--- src/rtl/display_bcd_n.sv ---
// Sequential binary-to-BCD (double-dabble) converter driving DIGITS active-low 7-segment digits.
// Optional build macro LEADING_ZERO_BLANK_EN blanks leading zero digits (digit 0 always shown).
module display_bcd_n #(
  parameter int DIGITS = 2,
  parameter int WIDTH  = 8
) (
  input  logic                  clk_i,
  input  logic                  rst_ni,
  input  logic                  in_valid_i,
  input  logic [WIDTH-1:0]      in_value_i,
  output logic                  in_ready_o,
  output logic [7*DIGITS-1:0]   seg_o,
  output logic                  done_o,
  output logic                  overflow_o
);

  localparam int BW = 4 * DIGITS;
  localparam int CW = (WIDTH > 1) ? $clog2(WIDTH) : 1;
  localparam logic [CW-1:0] LAST_CNT = CW'(WIDTH - 1);
  localparam logic [6:0] SEG_BLANK = 7'b1111111;
  localparam logic [6:0] SEG_DASH  = 7'b1111110;

  typedef enum logic [1:0] {IDLE, SHIFT, UPDATE} state_e;

  state_e               state_q, state_d;
  logic [WIDTH-1:0]     value_q, value_d;
  logic [BW-1:0]        bcd_q, bcd_d, bcd_adj;
  logic [CW-1:0]        cnt_q, cnt_d;
  logic                 ovf_acc_q, ovf_acc_d;
  logic [7*DIGITS-1:0]  seg_q, seg_d, disp;
  logic                 ovf_q, ovf_d;
  logic                 done_q, done_d;
`ifdef LEADING_ZERO_BLANK_EN
  logic                 nz;
`endif

  function automatic logic [6:0] dec7(input logic [3:0] d);
    case (d)
      4'd0:    dec7 = 7'b0000001;
      4'd1:    dec7 = 7'b1001111;
      4'd2:    dec7 = 7'b0010010;
      4'd3:    dec7 = 7'b0000110;
      4'd4:    dec7 = 7'b1001100;
      4'd5:    dec7 = 7'b0100100;
      4'd6:    dec7 = 7'b0100000;
      4'd7:    dec7 = 7'b0001111;
      4'd8:    dec7 = 7'b0000000;
      4'd9:    dec7 = 7'b0000100;
      default: dec7 = SEG_BLANK;
    endcase
  endfunction

  // Add-3 correction applied to every digit before each shift.
  always_comb begin
    bcd_adj = bcd_q;
    for (int i = 0; i < DIGITS; i++) begin
      if (bcd_q[4*i +: 4] >= 4'd5)
        bcd_adj[4*i +: 4] = bcd_q[4*i +: 4] + 4'd3;
    end
  end

  // Display image of the finished conversion, scanned from the top digit down.
  always_comb begin
    disp = '1;
`ifdef LEADING_ZERO_BLANK_EN
    nz = 1'b0;
`endif
    for (int i = DIGITS - 1; i >= 0; i--) begin
`ifdef LEADING_ZERO_BLANK_EN
      if (bcd_q[4*i +: 4] != 4'd0) nz = 1'b1;
`endif
      if (ovf_acc_q)
        disp[7*i +: 7] = SEG_DASH;
`ifdef LEADING_ZERO_BLANK_EN
      else if (!nz && i != 0)
        disp[7*i +: 7] = SEG_BLANK;
`endif
      else
        disp[7*i +: 7] = dec7(bcd_q[4*i +: 4]);
    end
  end

  always_comb begin
    state_d   = state_q;
    value_d   = value_q;
    bcd_d     = bcd_q;
    cnt_d     = cnt_q;
    ovf_acc_d = ovf_acc_q;
    seg_d     = seg_q;
    ovf_d     = ovf_q;
    done_d    = 1'b0;
    case (state_q)
      IDLE: begin
        if (in_valid_i) begin
          value_d   = in_value_i;
          bcd_d     = '0;
          cnt_d     = '0;
          ovf_acc_d = 1'b0;
          state_d   = SHIFT;
        end
      end
      SHIFT: begin
        bcd_d     = {bcd_adj[BW-2:0], value_q[WIDTH-1]};
        ovf_acc_d = ovf_acc_q | bcd_adj[BW-1];
        value_d   = value_q << 1;
        cnt_d     = cnt_q + 1'b1;
        if (cnt_q == LAST_CNT) state_d = UPDATE;
      end
      UPDATE: begin
        seg_d   = disp;
        ovf_d   = ovf_acc_q;
        done_d  = 1'b1;
        state_d = IDLE;
      end
      default: state_d = IDLE;
    endcase
  end

  always_ff @(posedge clk_i or negedge rst_ni) begin
    if (!rst_ni) begin
      state_q   <= IDLE;
      value_q   <= '0;
      bcd_q     <= '0;
      cnt_q     <= '0;
      ovf_acc_q <= 1'b0;
      seg_q     <= '1;
      ovf_q     <= 1'b0;
      done_q    <= 1'b0;
    end else begin
      state_q   <= state_d;
      value_q   <= value_d;
      bcd_q     <= bcd_d;
      cnt_q     <= cnt_d;
      ovf_acc_q <= ovf_acc_d;
      seg_q     <= seg_d;
      ovf_q     <= ovf_d;
      done_q    <= done_d;
    end
  end

  assign in_ready_o = (state_q == IDLE);
  assign seg_o      = seg_q;
  assign done_o     = done_q;
  assign overflow_o = ovf_q;

endmodule

--- config.mk ---
export PLATFORM = sky130hd
export DESIGN_NAME = display_bcd_n
export DESIGN_NICKNAME = d
export VERILOG_FILES = /design/src/rtl/display_bcd_n.sv
export SDC_FILE = /design/constraint.sdc
export NUM_CORES = 1
export LEC_CHECK = 0
export BUFFER_PORTS_ARGS = -buffer_cell sky130_fd_sc_hd__buf_4
export CAP_MARGIN = 20
export CORE_ASPECT_RATIO = 1.75
export CORE_MARGIN = 2
export CORE_UTILIZATION = 35
export DETAILED_ROUTE_END_ITERATION = 12
export HOLD_SLACK_MARGIN = 0.15
export MAX_ROUTING_LAYER = met4
export PLACE_DENSITY = 0.62
export SYNTH_ARGS = -nofsm -noshare
export SYNTH_HDL_FRONTEND = slang
export SYNTH_SLANG_ARGS = --single-unit
--- constraint.sdc ---
create_clock -name clk_i -period 1.6 [get_ports clk_i]
set_input_delay 0.16 -clock clk_i [delete_from_list [all_inputs] [get_ports clk_i]]
set_output_delay 0.16 -clock clk_i [all_outputs]
set_load 0.01 [all_outputs]
# Yosys cells after proc, flatten, opt, wreduce, memory -nomap -nowiden
# Memories as Yosys holds them, arrays and structs flattened.
# Index checks and enable logic that the tools add are counted.
# op_classes
n_addsub	3
n_lt_le_gt_ge	2
eq_ne	5
mux	16
bitwise	1
reduce_logical	4
# op_table
cell	count
$pmux 8 s2	2
$mux 8	2
$mux 7	2
$add 4x2->4 const B	2
$ge 4x3->1 const B	2
$mux 4	2
$pmux 3 s2	1
$mux 2	2
$ne 2x2->1 const B	2
$pmux 2 s2	1
$reduce_and 2->1	2
$add 3x1->3 const B	1
$eq 3x3->1 const B	1
$mux 3	1
$eq 2x1->1 const B	1
$eq 2x2->1 const B	1
$logic_not 2->1	1
$mux 1	2
$pmux 1 s2	1
$reduce_bool 2->1	1
$or 1x1->1	1
# totals
ff_bits	38
romBits	224
input_bits	11
output_inout_bits	17
wordCells	41
mem_count	2
# mem_list
memory	depth	word_bits	rd	rd_ports_with_merged_regs	write_ports	line_no	source
(name not given)	16	7	1	0	0	38	case (d)
(name not given)	16	7	1	0	0	38	

# Depth between registers and ports, before layout
# logic_depth
word_depth	4
ltp_mapped	6
ltp_nobuf	6

# Least setup slack after synthesis
# Ideal clock, no wire load.
# synth_timing
path_type	register -> register
startpoint	register bcd_q[1]
endpoint	register bcd_q[2]
setup_time_ns	0.121
arrival_ns	1.382
required_time_ns	1.479
slack_ns	0.097
path_stages_with_launch	7
path_buffers	0
period_less_slack_ns	1.503
path_cell_list	dfrtp_1 inv_1 ha_1 nand2b_1 a21oi_1 mux2i_1 a22o_1
# synth_between
elab_chain_len	3
elab_cells_between_ends	4
cone_classes	add/sub: 1; order compare: 1; mux: 2
# synth_rtl
element	line_no	source
start: declaration	27	logic [BW-1:0] bcd_q, bcd_d, bcd_adj;
start signal: assignment	123	bcd_q <= '0;
start signal: assignment	132	bcd_q <= bcd_d;
$add 4x2->4 or $ge 4x3->1 (tied branches)	58, 57	
$mux 4 *	57	if (bcd_q[4*i +: 4] >= 4'd5)
$pmux 8 s2 *	92	case (state_q)
# Mark *: on every way between the ends. The rest lies on a longest branch, timed or not.
# A chain may end at the register's enable or synchronous reset.

# Worst setup path after layout
# layout_timing
startpoint	register bcd_q[0]
endpoint	register bcd_q[2]
# Same word-level chain as after synthesis.

==> out/qor.csv <==
stage,metric,value,unit
run_status,outcome,finished clean,
synthesis,"flops & latches, synth",38,
critical_path,Worst Path Max Fanout,5,
critical_path,CP Launch Type,flop,
critical_path,Crit. End Element,flop,
timing,"Setup violations, final",0,
floorplan,Die W,61.8,um
layout,area grow syn2layout,26.4,%
drt,drt first pass iters,6,
min_path,Hold/Removal Path Class,primary input to flop,
place,IO Port Bufs,27,
synthesis,Post-synth EDFFs,0,
timing,Slew Limit Fails,0,
floorplan,die area,6500,um^2
layout,area occupied by multi-input gates,978,um^2
synthesis,Post-Synthesis Cells,215,
critical_path,"Req. time, crit path",1.84,ns
cts,CTS tree,done,
place,routability cong.,0.807,
critical_path,arrival time worst endpoint,1.69,ns
drt,vias per cell,5.04,
critical_path,CP Depth,5,
layout,Diodes inserted,0,
layout,layout cell share with drive strength beyond 1,0.271,
critical_path,buffers and inverters on the worst path,0,
place,Post-DP HPWL,3.01,mm
timing,relative max-transition margin,0.458,
cts,CTS root buf,clkbuf_8,
synthesis,Post-synth ARST share,1.00,
floorplan,Ports,28,
critical_path,cells along the critical path,ha_1 -> nand2b_1 -> a21oi_2 -> mux2i_1 -> a22o_1,
critical_path,worst-case reg-to-reg path depth,5,
synthesis,Mapped Nets,239,
critical_path,Setup CP Type,flop to flop,
timing,setup tns final,0,ns
global_route,total track usage,0.158,
timing,Tightest Pin Transition,0.812,ns
synthesis,synth warn,0,
critical_path,"delay-heaviest family, CP",flip-flops,
drt,total number of vias,1669,
drt,# DRC,0,
cts,clock latency on the worst-skew pair,0.30,ns
critical_path,crit path from,bcd_q[0]$_DFFE_PN0P_,
synthesis,syn avg cell area,9.53,um^2
cts,cts bufs inserted,5,
floorplan,die height,105,um
floorplan,Cell Rows,36,
floorplan,starting density of the core,0.364,
cts,H-tree levels,2,
global_route,initial antenna violation count,0,
cts,clock slew at reported path FFs,0.08,ns
critical_path,Critical Path End,bcd_q[2]$_DFFE_PN0P_,
critical_path,R2R Setup Slk,0.16,ns
drt,Final ANT Viol Nets,0,
layout,FF+latch area,970,um^2
floorplan,core area,5630,um^2
pwr,Tot Pwr,5.44,mW
timing,final hold vios,0,
synthesis,top_reg_cell synth,dfrtp_1,
timing,Max Freq,693,MHz
pwr,power density over the cells,2100,nW/um^2
place,dpl ws,0.0628,ns
global_route,first-pass GRT wire length,7.70,mm
cts,CTS Sinks,38,
global_route,largest net degree at the start of global routing,39,
timing,clock skew,0.0112,ns
global_route,vias in the first global route,1742,
synthesis,Mapped Area,2050,um^2
critical_path,Reg-to-Reg Start,bcd_q[0]$_DFFE_PN0P_,
flow_run,max-cap check violation count,0,
cts,Max Buffers Root-to-Sink,2,
drt,total wire length,4.29,mm
timing,minimum clock period after layout,1.44,ns
pwr,leak pwr,1.16,nW
drt,WL/cell,13.0,um
critical_path,r2r endpoint,bcd_q[2]$_DFFE_PN0P_,
global_route,grt total ovfl,0,
timing,fin worst setup slack,0.157,ns
critical_path,slowest CP cell,dfrtp_2,
timing,RSZ-0062 raised after global routing,false,
layout,post-layout net count,278,
drt,DRT iter0 DRCs,32,
synthesis,register area share after synthesis,0.473,
pwr,VDD IR-drop max,1110,uV
synthesis,number of distinct library cells after synthesis,28,
critical_path,Worst path max stage delay,0.44,ns
layout,# fillers,561,
timing,Tcrit/Tclk final,0.902,
## sequential cells by signal, indices dropped and copies added, names as in the netlist
name / count
cnt_q: 3
bcd_q: 8
seg_o: 14
ovf_acc_q: 1
done_o: 1
overflow_o: 1
value_q: 8
state_q: 2
## per-layer routing
| layer | up-vias | global-route usage | routed length, um |
|---|---|---|---|
| li1 | 826 | - | - |
| met1 | 806 | 0.183 | 1810 |
| met2 | 28 | 0.257 | 2270 |
| met3 | 9 | 0.0334 | 126 |
| met4 | 0 | 0.0608 | 85 |
| met5 | - | - | 0 |
## layout by cell type (no fill, tap or decap), drive strengths merged, types with 3 or more instances in the layout
cell	instances
a21oi	24
a22o	6
a22oi	7
a31oi	3
buf	40
clkbuf	6
dfrtp	24
dfstp	14
dlygate4sd3	5
ha	13
inv	14
mux2i	3
nand2	14
nand2b	9
nor2	16
nor2b	11
o211ai	3
o21ai	23
o22a	6
## cells by family (layout without fill, tap and decap cells)
kind of cell	count (synthesis)	count (layout)	synth area share
adder cells (fa/ha/maj)	13	13	0.0794
AO/OA/AOI/OAI	76	76	0.228
AND/OR/NAND/NOR	55	55	0.137
XOR/XNOR	2	2	0.00855
buffers and inverters	27	67	0.0544
flip-flops	38	38	0.473
multiplexers	4	4	0.0202
## final cells by class
cell class                      instances  share of cell area
Tap cell                               76              0.0367
Clock buffer                            6              0.0319
Timing Repair Buffer                   45               0.135
Multi-Input combinational cell        150               0.378
Clock inverter                          2              0.0232
Sequential cell                        38               0.375
Inverter                               14              0.0203
## worst min-delay path: stages
cell and delay [ns]:
buf_4 0.08, a21oi_1 0.04, o21ai_0 0.13
## through the flow
stage | utilization | instance area (um^2) | cells | hold WS, ns
global route | 0.460 | 2590 | 331 | 0.170
CTS | 0.456 | 2570 | 330 | 0.156
finish | 0.460 | 2590 | 331 | 0.151
floorplan | - | 2050 | 215 | -0.136
detailed placement | 0.422 | 2380 | 317 | 0.163
global placement | 0.422 | 2380 | 317 | 0.166
## synthesized netlist by cell type, types with 5 or more instances
cell       n  share of area
nand2_1   14          0.026
dfstp_2   14           0.18
nor2_1    16          0.029
o21ai_0   23          0.056
a21oi_1   24          0.059
ha_1      13          0.079
nand2b_1   8          0.024
nor2b_1   11          0.034
o22a_1     6          0.026
inv_1     14          0.026
dfrtp_1   24           0.29
a22oi_1    7          0.026
a22o_1     6          0.026
buf_2      8          0.020
clkbuf_1   5         0.0092
## worst min path at each step
stage             startpoint                     end  slack [ns]  cells past startpoint
2_1_floorplan         rst_ni    bcd_q[0]$_DFFE_PN0P_       -0.14                      0
3_3_place_gp          rst_ni    bcd_q[6]$_DFFE_PN0P_        0.17                      1
3_5_place_dp          rst_ni    bcd_q[5]$_DFFE_PN0P_        0.16                      1
4_1_cts        in_value_i[5]  value_q[5]$_DFFE_PN0P_        0.16                      3
5_1_grt        in_value_i[5]  value_q[5]$_DFFE_PN0P_        0.17                      3
6_report       in_value_i[6]  value_q[6]$_DFFE_PN0P_        0.15                      3
## where the power goes
group / internal, mW / switching [mW] / total [mW]
logic: 1.26 / 1.27 / 2.53
clock network: 0.665 / 0.358 / 1.02
registers: 1.52 / 0.368 / 1.89
## repair_timing
action,in CTS,in global routing
setup buffers,0,1
hold buffers,5,0
resized for setup,0,5
setup endpoints to repair,0,6
hold endpoints to repair,28,0
Power figures use the tool's default switching activity.
